`config.mk`:
```
export PLATFORM = sky130hd
export DESIGN_NAME = seqdet
export DESIGN_NICKNAME = d
export VERILOG_FILES = /design/src/rtl/seqdet.sv
export SDC_FILE = /design/constraint.sdc
export NUM_CORES = 1
export LEC_CHECK = 0
export ABC_AREA = 1
export BUFFER_PORTS_ARGS = -buffer_cell sky130_fd_sc_hd__buf_2
export CAP_MARGIN = 25
export CORE_MARGIN = 1.5
export CORE_UTILIZATION = 25
export CTS_BUF_LIST = sky130_fd_sc_hd__clkbuf_8
export DETAILED_ROUTE_END_ITERATION = 10
export PLACE_DENSITY = 0.45
export SYNTH_ARGS = -nofsm -noshare
export SYNTH_HDL_FRONTEND = slang
export SYNTH_SLANG_ARGS = --single-unit
```
`constraint.sdc`:
```
create_clock -name clk -period 1.53 [get_ports clk]
set_clock_uncertainty 0.15 [all_clocks]
set_input_delay 0.2295 -clock clk [delete_from_list [all_inputs] [get_ports clk]]
set_output_delay 0.2295 -clock clk [all_outputs]
set_load 0.02 [all_outputs]
```
`src/rtl/seqdet.sv`:
```
// seqdet: serial bit-sequence detector that pulses z for one cycle per pattern match
// Ports: clk (rising-edge clock), tst_n (async active-low reset),
//        x (serial data, one bit per edge), z (registered match flag)
// Build option: define SEQDET_OVERLAP_EN for overlapping detection; by default
//        the history restarts after every match (non-overlapping detection).
module seqdet #(
  parameter int                 PAT_LEN = 5,
  parameter logic [PAT_LEN-1:0] PATTERN = 5'b10010
) (
  input  logic clk,
  input  logic tst_n,
  input  logic x,
  output logic z
);
  localparam int CW = $clog2(PAT_LEN + 1);
  logic [PAT_LEN-1:0] hist_q, hist_d, hist_n;
  logic [CW-1:0]      cnt_q, cnt_d, cnt_n;
  logic               z_q, z_d, match;
  always_comb begin
    hist_n = {hist_q[PAT_LEN-2:0], x};
    cnt_n  = (cnt_q == CW'(PAT_LEN)) ? cnt_q : cnt_q + CW'(1);
    // cnt guards against matching on reset-zero history bits
    match  = (cnt_n == CW'(PAT_LEN)) && (hist_n == PATTERN);
    z_d    = match;
`ifdef SEQDET_OVERLAP_EN
    hist_d = hist_n;
    cnt_d  = cnt_n;
`else
    hist_d = match ? '0 : hist_n;
    cnt_d  = match ? '0 : cnt_n;
`endif
  end
  always_ff @(posedge clk or negedge tst_n)
    if (!tst_n) begin
      hist_q <= '0;
      cnt_q  <= '0;
      z_q    <= 1'b0;
    end else begin
      hist_q <= hist_d;
      cnt_q  <= cnt_d;
      z_q    <= z_d;
    end
  assign z = z_q;
endmodule

```
==> implementation parameters <==
Parameter                              Value

Synthesis
  Dominant combinational cell family by area after synthesis    simple AND/OR/NAND/NOR gates
  Register bit count reported by yosys    8
  Compound-gate portion of the synthesized area    0
  Proportion of netlist area held by the largest area contributor    0.557
  Cell taking the most area after synthesis    dfrtp_1
  Synthesized netlist net count    47
  Syn Area/Cell    8.55 µm²
  Unique cell type count in the Yosys netlist    10
  Synthesized cell area    359 µm²
  Sequential fraction of the synthesis area    0.557
  Adder-Cell Fraction of Synth Area    0.0697
  Simple logic cell fraction of the synthesized area    0.247
  Post-synthesis xor/xnor area fraction    0
  Largest cells by area after synthesis    dfrtp_1 (56%), nand2_1 (10%), inv_1 (9.4%), ha_1 (7.0%), nor2_1 (5.2%)
  Proportion of synthesized area in mux cells    0
  Syn. warnings    0
  Number of instances in the synthesized netlist    42

Timing
  Worst-margin pin slew    0.181 ns
  Number of hold violations in the final report    0
  Sum of negative setup slack    0 ns
  Number of pins with negative max-slew slack in the final report    0
  Min Clock Period, post-route    1.41 ns
  Final critical-path share of the clock period    0.921
  RSZ-0062 raised after global routing    false
  Max Clk Rate    0.710 GHz
  Crit path setup slack, layout    0.121 ns
  Relative slew slack    0.879
  Total of endpoints with negative setup slack in the final report    0

Worst setup path
  Number of buffers and inverters on the critical path    0
  Crit path max-delay family    simple AND/OR/NAND/NOR gates
  Critical path launch point type    register
  Critical setup path kind    register to register
  Critical path capture point type    register
  Highest-delay cell along the critical path    dfrtp_1
  Chain of cells forming the critical path    ha_1 > nand2_2 > nand2_1 > nand2_1 > nand2_1 > nor2_4 > nor2_1
  Required time worst endpoint    1.49 ns
  CP dominant cell by count    nand2_1
  Data arrival time of the critical path    1.37 ns
  Maximum cell stage delay along the critical path    0.40 ns
  Highest net fanout along the worst path    4

Flow run
  Number of max-cap violations    0

Layout
  Count of antenna diodes in the layout    0
  Number of fill cells in the layout    144
  Layout area overhead    24.7%
  Nets    54
  Share of post-route cells with drive strength above 1    0.191
  Final core utilization    0.340
  Non-filler cells in the finished layout    62

GRT
  Initial antenna violation count    0
  Total gr overflow    0
  Global-route wire length before repair    841 µm
  Maximum number of pins on one net before global-route repair    9
  Total routing usage reported by global routing    0.0812
  Vias in the first global route    221

CTS
  Clock tree from TritonCTS    yes
  Clock root buffer    clkbuf_8
  Htree depth    1
  Clock buffers created by TritonCTS    3
  Max Root-Sink Buffers    2
  Clock edge transition at the registers on the reported setup and hold paths    0.04 ns
  Sink count of the clock tree    8
  Skew-Pair Late Insertion Delay    0.22 ns

Placement
  Routability cong.    0.599
  Instance count after placement with tap cells included    57
  Pre-CTS setup slack    0.0865 ns
  Port Buffers    3
  Final HPWL from detailed placement    418 µm

Floorplanning
  Placement Rows    13
  CORE AREA    0.00132 mm²
  Die footprint    0.00167 mm²
  I/O pins    4
  DIE WIDTH    40.9 µm
  Chip Height    40.9 µm
  Starting density of the core    0.273

Worst hold path
  Hold Crit Class    register to register

Power and ir drop
  Static power due to leakage    0.246 nW
  Worst VDD drop    0.677 mV
  Sum of internal, switching and leakage power    820 µW
  PwrDens    1830 mW/mm²

Drt
  ANT nets after route    0
  Router iterations before antenna repair    2
  Count of routing violations after the opening detailed-route iteration    1
  DRT met1 WL    236 µm
  Via density    3.87
  Routed wl met3    18 µm
  Average wire length per cell after detail routing    8.32 µm
  Wirelength, routed    516 µm
  Met2 WL    260 µm
  Top layer in use    met3
  Number of vias after detailed routing    240
  Post-route DRC violation count    0

Run status
  Status    finished, final reports clean
[sequential cells by signal, summed over array words and instances, names as in the netlist]
signal and count:
z 1, hist_q 4, cnt_q 3
[cells in the final DEF (no fill, tap or decap), drive strengths merged]
cell,count
buf,3
clkbuf,3
dfrtp,8
dlygate4sd3,2
ha,2
inv,9
nand2,11
nand3,3
nor2,6
[kinds of logic after synthesis]
family	Yosys count
fa+ha+maj	2
flops	8
buf+inv	12
simple gates	20
[final cells by class]
type                       instances  area [µm²]  area share
timing repair buffer               5        35.0      0.0782
tap                               15        18.8      0.0419
multi-input combinational         22         119       0.265
sequential                         8         200       0.447
clock buffer                       3        41.3      0.0922
inverter                           9        33.8      0.0754
[routing by layer]
layer	track usage	up-vias
li1	-	128
met1	0.0825	110
met2	0.137	2
met3	0.0489	0
met4	0.0250	0
met5	0	-
[power breakdown]
| part | internal, mW | switching, mW |
|---|---|---|
| Combinational | 0.107 | 0.161 |
| Clock | 0.170 | 0.0754 |
| Sequential | 0.264 | 0.0434 |
| Total | 0.541 | 0.280 |
[Yosys cell counts]
| library cell | instances |
|---|---|
| nand2_1 | 10 |
| inv_1 | 9 |
| dfrtp_1 | 8 |
| nor2_1 | 5 |
| clkbuf_1 | 3 |
| ha_1 | 2 |
| nand3_1 | 2 |
| nand2_2 | 1 |
| nand3_2 | 1 |
| nor2_2 | 1 |
[per-stage QoR]
step | area [µm²] | hold WS [ns]
6_report | 448 | 0.222
5_1_grt | 448 | 0.229
2_1_floorplan | 359 | -0.216
3_3_place_gp | 382 | -0.0708
4_1_cts | 443 | 0.224
3_5_place_dp | 382 | -0.0664
[repair_timing]
action | CTS | global route
gates resized for setup | 0 | 1
endpoints found under the setup margin | 0 | 3
hold buffers | 2 | 0
setup buffers | 0 | 0
endpoints found under the hold margin | 9 | 0
[path summary, 6_finish.rpt]
path                                 from         to  slack [ns]  depth (start not counted)
worst max register to register   cnt_q[0]   cnt_q[2]        0.12                          7
worst max-delay path             cnt_q[0]   cnt_q[2]        0.12                          7
worst min-delay path            hist_q[1]  hist_q[2]        0.22                          0
worst min register to register  hist_q[1]  hist_q[2]        0.22                          0
max in group asynchronous           tst_n   cnt_q[0]        0.83                          2
min in group asynchronous           tst_n  hist_q[2]        0.23                          2
Power figures use the tool's default switching activity.
